<file path="src/rtl/multicycle_control.sv">
// multicycle_control: multicycle MIPS-style control FSM.
// Ports: clk, rst_n (async, active-low); instr_opcode, mem_ack in;
// datapath controls, alu_op, state (debug), instr_done, instr_count, trap out.
module multicycle_control #(
    parameter int ALU_OP_W = 2,
    parameter int CNT_W    = 32,
    parameter int IMM_EN   = 1
) (
    input  logic                clk,
    input  logic                rst_n,
    input  logic [5:0]          instr_opcode,
    input  logic                mem_ack,
    output logic                pc_write,
    output logic                pc_write_cond,
    output logic                iord,
    output logic                ir_write,
    output logic                mem_read,
    output logic                mem_write,
    output logic                mem_to_reg,
    output logic                reg_dst,
    output logic                reg_write,
    output logic                alu_src_a,
    output logic [1:0]          alu_src_b,
    output logic [1:0]          pc_source,
    output logic [ALU_OP_W-1:0] alu_op,
    output logic [3:0]          state,
    output logic                instr_done,
    output logic [CNT_W-1:0]    instr_count,
    output logic                trap
);
    typedef enum logic [3:0] {
        S_FETCH = 4'd0, S_DECODE = 4'd1, S_MEMADR = 4'd2, S_MEMRD = 4'd3,
        S_MEMWB = 4'd4, S_MEMWR = 4'd5, S_EXEC = 4'd6, S_ALUWB = 4'd7,
        S_BRANCH = 4'd8, S_ADDIEXEC = 4'd9, S_ADDIWB = 4'd10, S_JUMP = 4'd11,
        S_TRAP = 4'd15
    } state_t;

    localparam logic [5:0] OP_R    = 6'b000000;
    localparam logic [5:0] OP_J    = 6'b000010;
    localparam logic [5:0] OP_BEQ  = 6'b000100;
    localparam logic [5:0] OP_ADDI = 6'b001000;
    localparam logic [5:0] OP_LW   = 6'b100011;
    localparam logic [5:0] OP_SW   = 6'b101011;

    state_t           r_state;
    state_t           w_next;
    logic [CNT_W-1:0] r_count;
    logic [1:0]       w_alu_op;
    logic             w_addi_ok;

    assign w_addi_ok   = (IMM_EN != 0) && (instr_opcode == OP_ADDI);
    assign state       = r_state;
    assign instr_count = r_count;
    assign alu_op      = ALU_OP_W'(w_alu_op);

    always_ff @(posedge clk or negedge rst_n) begin
        if (!rst_n) begin
            r_state <= S_FETCH;
            r_count <= '0;
        end else begin
            r_state <= w_next;
            if (instr_done) r_count <= r_count + 1'b1;
        end
    end

    // Everything, including the retire pulse, is held at 0 while reset is asserted.
    always_comb begin
        w_next        = r_state;
        pc_write      = 1'b0;
        pc_write_cond = 1'b0;
        iord          = 1'b0;
        ir_write      = 1'b0;
        mem_read      = 1'b0;
        mem_write     = 1'b0;
        mem_to_reg    = 1'b0;
        reg_dst       = 1'b0;
        reg_write     = 1'b0;
        alu_src_a     = 1'b0;
        alu_src_b     = 2'b00;
        pc_source     = 2'b00;
        w_alu_op      = 2'b00;
        instr_done    = 1'b0;
        trap          = 1'b0;
        if (rst_n) begin
            case (r_state)
                S_FETCH: begin
                    mem_read  = 1'b1;
                    alu_src_b = 2'b01;
                    ir_write  = mem_ack;
                    pc_write  = mem_ack;
                    w_next    = mem_ack ? S_DECODE : S_FETCH;
                end
                S_DECODE: begin
                    alu_src_b = 2'b11;
                    w_next    = (instr_opcode == OP_LW || instr_opcode == OP_SW) ? S_MEMADR :
                                (instr_opcode == OP_R)   ? S_EXEC :
                                (instr_opcode == OP_BEQ) ? S_BRANCH :
                                (instr_opcode == OP_J)   ? S_JUMP :
                                w_addi_ok                ? S_ADDIEXEC : S_TRAP;
                end
                S_MEMADR: begin
                    alu_src_a = 1'b1;
                    alu_src_b = 2'b10;
                    w_next    = (instr_opcode == OP_LW) ? S_MEMRD : S_MEMWR;
                end
                S_MEMRD: begin
                    mem_read = 1'b1;
                    iord     = 1'b1;
                    w_next   = mem_ack ? S_MEMWB : S_MEMRD;
                end
                S_MEMWB: begin
                    reg_write  = 1'b1;
                    mem_to_reg = 1'b1;
                    instr_done = 1'b1;
                    w_next     = S_FETCH;
                end
                S_MEMWR: begin
                    mem_write  = 1'b1;
                    iord       = 1'b1;
                    instr_done = mem_ack;
                    w_next     = mem_ack ? S_FETCH : S_MEMWR;
                end
                S_EXEC: begin
                    alu_src_a = 1'b1;
                    w_alu_op  = 2'b10;
                    w_next    = S_ALUWB;
                end
                S_ALUWB: begin
                    reg_write  = 1'b1;
                    reg_dst    = 1'b1;
                    instr_done = 1'b1;
                    w_next     = S_FETCH;
                end
                S_BRANCH: begin
                    alu_src_a     = 1'b1;
                    w_alu_op      = 2'b01;
                    pc_write_cond = 1'b1;
                    pc_source     = 2'b01;
                    instr_done    = 1'b1;
                    w_next        = S_FETCH;
                end
                S_ADDIEXEC: begin
                    alu_src_a = 1'b1;
                    alu_src_b = 2'b10;
                    w_next    = S_ADDIWB;
                end
                S_ADDIWB: begin
                    reg_write  = 1'b1;
                    instr_done = 1'b1;
                    w_next     = S_FETCH;
                end
                S_JUMP: begin
                    pc_write   = 1'b1;
                    pc_source  = 2'b10;
                    instr_done = 1'b1;
                    w_next     = S_FETCH;
                end
                // TRAP is terminal; unused encodings fall into it as well.
                default: begin
                    trap   = (r_state == S_TRAP);
                    w_next = S_TRAP;
                end
            endcase
        end
    end
endmodule

</file>
<file path="config.mk">
export PLATFORM = sky130hd
export DESIGN_NAME = multicycle_control
export DESIGN_NICKNAME = d
export VERILOG_FILES = /design/src/rtl/multicycle_control.sv
export SDC_FILE = /design/constraint.sdc
export NUM_CORES = 1
export LEC_CHECK = 0
export ABC_AREA = 1
export CAP_MARGIN = 20
export CORE_ASPECT_RATIO = 1.75
export CORE_MARGIN = 3
export CORE_UTILIZATION = 45
export DETAILED_ROUTE_END_ITERATION = 7
export PLACE_DENSITY_LB_ADDON = 0.25
export SYNTH_ARGS = -nofsm -noshare
export SYNTH_HDL_FRONTEND = slang
export SYNTH_SLANG_ARGS = --single-unit
</file>
<file path="constraint.sdc">
create_clock -name clk -period 2.1 [get_ports clk]
set_input_delay 0.315 -clock clk [delete_from_list [all_inputs] [get_ports clk]]
set_output_delay 0.315 -clock clk [all_outputs]
set_load 0.005 [all_outputs]
</file>
## After elaboration in Yosys (flattened, before gate mapping)

Index checks and enable logic that the tools add are counted.

| operators by class | value |
|---|---|
| $add $sub $neg | 1 |
| multipliers | 0 |
| divide/modulo/power cells | 0 |
| magnitude comparators | 0 |
| equal/unequal tests | 17 |
| shifts and indexed selects | 0 |
| muxes and demuxes | 40 |
| bitwise logic cells | 0 |
| reduce and logical (&&, ||, !) cells | 10 |

Operator list:

| operator | number |
|---|---|
| 32-bit by 1-bit adder with 32-bit output, second input constant | 1 |
| 4-bit one-hot mux with 8 select lines | 1 |
| 1-bit 2-to-1 mux | 23 |
| 4-bit == test, second input constant | 5 |
| 3-bit 2-to-1 mux | 6 |
| 4-bit by 3-bit == test with 1-bit output, second input constant | 4 |
| 6-bit == test, second input constant | 2 |
| 12-bit OR reduction | 1 |
| 4-bit by 2-bit == test with 1-bit output, second input constant | 2 |
| 4-bit 2-to-1 mux | 2 |
| 2-bit one-hot mux with 2 select lines | 2 |
| 6-bit by 2-bit == test with 1-bit output, second input constant | 1 |
| 6-bit by 3-bit == test with 1-bit output, second input constant | 1 |
| 6-bit by 4-bit == test with 1-bit output, second input constant | 1 |
| 6-bit logical NOT | 1 |
| 2-bit 2-to-1 mux | 3 |
| 2-bit one-hot mux with 3 select lines | 1 |
| 2-bit OR reduction | 3 |
| 5-bit OR reduction | 1 |
| 4-bit by 1-bit == test with 1-bit output, second input constant | 1 |
| 4-bit logical NOT | 1 |
| 1-bit one-hot mux with 2 select lines | 2 |
| 4-bit OR reduction | 1 |
| 3-bit OR reduction | 1 |
| 1-bit logical OR | 1 |

| word-level totals | value |
|---|---|
| flip-flop bits (word level) | 36 |
| bits in latches | 0 |
| memory bits (writable) | 0 |
| ROM bits | 0 |
| bits of input ports | 9 |
| output and inout bits | 54 |
| memories kept | 0 |

## Depth between registers and ports, before layout

| logic depth | value |
|---|---|
| depth in word-level cells | 7 |
| depth in mapped cells | 11 |
| mapped depth without buffers | 10 |

## Least setup slack after synthesis

No wires, ideal clock.

| timing | value |
|---|---|
| path kind | input to output |
| start | input rst_n |
| end | output alu_op[0] |
| arrival | 1.245 ns |
| data required time | 1.785 ns |
| path slack | 0.540 ns |
| stages on the path | 5 |
| buffers on the path | 3 |
| path through | buf_2 > inv_1 > clkbuf_1 > nor3_1 > buf_4 |

| between the ends | value |
|---|---|
| word-level cells in the longest chain between the ends | 1 |

RTL lines:

| what | RTL line | text |
|---|---|---|
| start: declaration | 10 | `input logic rst_n,` |
| 2-bit 2-to-1 mux | 84 | `if (rst_n) begin` |
| end: declaration | 25 | `output logic [ALU_OP_W-1:0] alu_op,` |

Every way passes these cells.

## Final worst setup path

| timing | value |
|---|---|
| start | register r_state[0], in the netlist state[0] |
| end | output alu_op[1] |

| between the ends | value |
|---|---|
| word-level cells in the longest chain between the ends | 3 |
| elaborated cells on any way between the ends | 4 |
| those cells by class | eq/ne (2); mux (2) |

RTL lines:

| what | RTL line | text |
|---|---|---|
| start: declaration | 45 | `state_t r_state;` |
| start signal: assignment | 61 | `r_state <= w_next;` |
| 4-bit == test / 4-bit by 3-bit == test with 1-bit output (equally long branches) | 85 | `case (r_state)` |
| 2-bit one-hot mux with 2 select lines * | 85 |  |
| 2-bit 2-to-1 mux * | 84 |  |

Mark *: on every way between the ends. The rest lies on a longest branch, timed or not.

==> flow_summary.yaml <==
die:
  dieArea_sq_um: 7040
  fp-row-count: 36
  die_w_microns: 64.7
  start_util_pct: 47.5
  die_height_microns: 109
  core_area_sq_um: 5720
  ioPinCount: 63
synthesis:
  synth_nets: 453
  synth-adder-area-share_pct: 0.461
  synthMuxAreaShare_pct: 0
  syn_area_sq_um: 2720
  syn_avg_cell_area_sq_um: 6.13
  synth-simple-area-share_pct: 48.9
  synth_cell_types: 30
  synth_cells: 443
  synth_compound_gate_area_share_pct: 2.63
  yosys_warnings: 0
  ys_seq_area_share_pct: 33.2
  synth_top_family_by_area: "simple AND/OR/NAND/NOR gates"
  yosys.area_share.xor_xnor_pct: 5.44
  ys_ff_latch: 36
cells_and_area:
  fillers: 561
  antenna_cells: 0
  final_nets: 522
  drive_above_1_share_pct: 8.97
  synthToLayoutAreaGrowth_pct: 31.7
  multi_input_area_sq_um: 1590
  seq_area_sq_um: 906
  fin_area_sq_um: 3580
sta:
  worstMarginPinSlew_ns: 0.335
  max_freq_ghz: 0.483
  fin_tns_setup_ns: 0
  fin_skew_ns: 0.0131
  period_needed_ns: 2.07
  report.final.slew_viol_count: 0
  fin_crit_sh_pct: 98.6
  slew_headroom_pct: 77.6
  setup_violations: 0
  hold_viol: 0
clock_network:
  clkSinkCount: 36
  htree_levels: 2
  clk_latency_ns: 0.31
  clock_path_buffers: 2
  clk_pin_slew_ns: 0.09
  clock-root-buffer: "clkbuf_8"
  cts_hold_buf: 0
  cts_tree: "yes"
  cts_buffers: 5
pwr:
  vdd_drop_max_mv: 0.580
  p_leak_nw: 1.69
  powerDensity_nw_per_um2: 867
  power.total_w: 0.00310
job:
  maxCapViolations: 0
worst_setup_path:
  crit_buf_inv: 3
  reg2reg_depth: 10
  arrival_ns: 1.76
  crit_family: "buffers and inverters"
  critical_path_depth: 6
  cpPeakStageDelay_ns: 0.50
  critical_path_class: "register to output port"
  start_kind: "register"
  cp_max_fo: 4
  end_kind: "output port"
  crit_top_cell: "inv_2"
  worstPathRequired_ns: 1.78
  worst_path_max_delay_cell: "clkdlybuf4s50_1"
  cp_cell_sequence: "inv_2 > nand2_1 > inv_2 > nand2_2 > nor2_1 > clkdlybuf4s50_1"
route:
  drt_iter0_drc: 136
  wl_per_cell_microns: 14.0
  routed_wl_microns: 8220
  ant_nets: 0
  drc: 0
  first_pass_iters: 4
  dr_total_vias: 2961
  via_per_inst: 5.03
global_routing:
  antenna_found_initial: 0
  grt_pass1_vias: 2900
  grt_pass1_wl_microns: 13400
  grtUsageTotal_pct: 24.8
  grt_overflow: 0
  grt_max_degree: 43
min_path:
  hp-class: "primary input to async pin"
place:
  gp_congestion: 0.977
  placed_area_sq_um: 3390
  io_buffer_count: 62
  dp_hpwl_microns: 6370
status:
  status: "complete, no violations"
-- metrics by stage --
stage | utilization (%) | instances | worst slack, ns | hold WS, ns
after global routing | 62.5 | 589 | -0.0457 | 0.0821
final | 62.5 | 589 | 0.0287 | 0.0693
after floorplan | - | 443 | 0.540 | 0.0194
after CTS | 61.7 | 587 | 0.00680 | 0.0617
after global placement | 59.2 | 577 | 0.126 | 0.380
after detailed placement | 59.2 | 577 | 0.109 | 0.395
-- path summary, 6_finish.rpt --
| kind | start | endpoint | slack [ns] |
|---|---|---|---|
| max in group asynchronous | rst_n | instr_count[24] | 1.68 |
| min reg2reg | instr_count[30] | instr_count[30] | 0.57 |
| max reg2reg | instr_count[0] | instr_count[18] | 0.23 |
| min in group clk | rst_n | state[3] | 0.53 |
| min | rst_n | instr_count[4] | 0.07 |
| max | state[0] | alu_op[1] | 0.03 |
-- where the power goes --
part           switching [W]  internal [W]
clock               0.000283      0.000352
combinational       0.000856      0.000636
sequential          0.000167      0.000805
-- timing repair --
action | in CTS | in global routing
pin swaps | 2 | 3
endpoints found under the setup margin | 13 | 8
setup buffers | 2 | 2
gates resized for setup | 16 | 11
-- layer usage --
metal	wire, microns	part of all wire (%)	vias up	global-route usage [%]
li1	-	-	1484	-
met1	2830	34	1377	23.2
met2	4690	57	80	48.3
met3	357	4.3	20	4.74
met4	343	4.2	0	14.7
met5	0	0	-	0
-- flip-flops by register name, summed over array words and instances, names as in the netlist --
signal and cells:
state 4, instr_count 32
-- layout by cell type (no fill, tap or decap), types with 2 or more instances in the layout --
cell,instances
nand2_4,2
nand2_1,195
dfrtp_1,32
buf_4,9
clkbuf_8,5
xor2_1,14
inv_1,36
dlygate4sd2_1,7
inv_2,3
nor2_2,2
nand3_1,26
o21ai_1,6
nand4_1,4
nand2_2,6
inv_4,3
nand3b_1,3
a21oi_1,3
dfrtp_2,4
nor3_1,2
clkdlybuf4s50_1,50
dlymetal6s2s_1,4
nor2_4,3
nor2_1,79
-- worst reg2reg max path, stage by stage, from the launching register on --
cell     delay (ns)
dfrtp_1        0.46
ha_1           0.26
inv_1          0.08
nor2_2         0.16
nand2_1        0.17
inv_1          0.15
nand3_1        0.08
nor2_1         0.22
nand2_1        0.09
nand2_1        0.06
nand2_1        0.05
-- cell families (layout without fill, tap and decap cells) --
group / Yosys count / count (layout)
flops: 36 / 36
compound gates: 13 / 13
xor+xnor: 16 / 16
simple gates: 325 / 325
fa+ha+maj: 1 / 1
buf+inv: 52 / 122
-- final cells by class --
cell class                      instances  share of cell area, %
Multi-Input combinational cell        355                   44.6
Sequential cell                        36                   25.3
Timing Repair Buffer                   72                   19.7
Inverter                               42                   4.62
Tap cell                               76                   2.66
Clock buffer                            5                   1.92
Clock inverter                          3                   1.19
-- synth_stat cells --
master    number  area [sq um]
nand2_1      197           739
nor2_1        81           304
inv_1         37           139
dfrtp_1       36           901
nand3_1       27           135
xor2_1        14           123
o21ai_1        6          30.0
nand2_2        5          31.3
inv_2          4          15.0
nand4_1        4          25.0
a21oi_1        3          15.0
buf_4          3          22.5
buf_6          3          33.8
nand3b_1       3          22.5
nor3_1         3          15.0
buf_8          2          30.0
nor2_2         2          12.5
a221oi_1       1          8.76
a31oi_1        1          6.26
buf_2          1          5.00
clkbuf_1       1          3.75
ha_1           1          12.5
inv_4          1          6.26
nand2_4        1          11.3
nand2_8        1          20.0
nor2_4         1          11.3
o21ai_0        1          5.00
o22ai_1        1          6.26
xnor2_1        1          8.76
xor2_2         1          16.3
No activity file was read; power rests on OpenSTA's default activity.
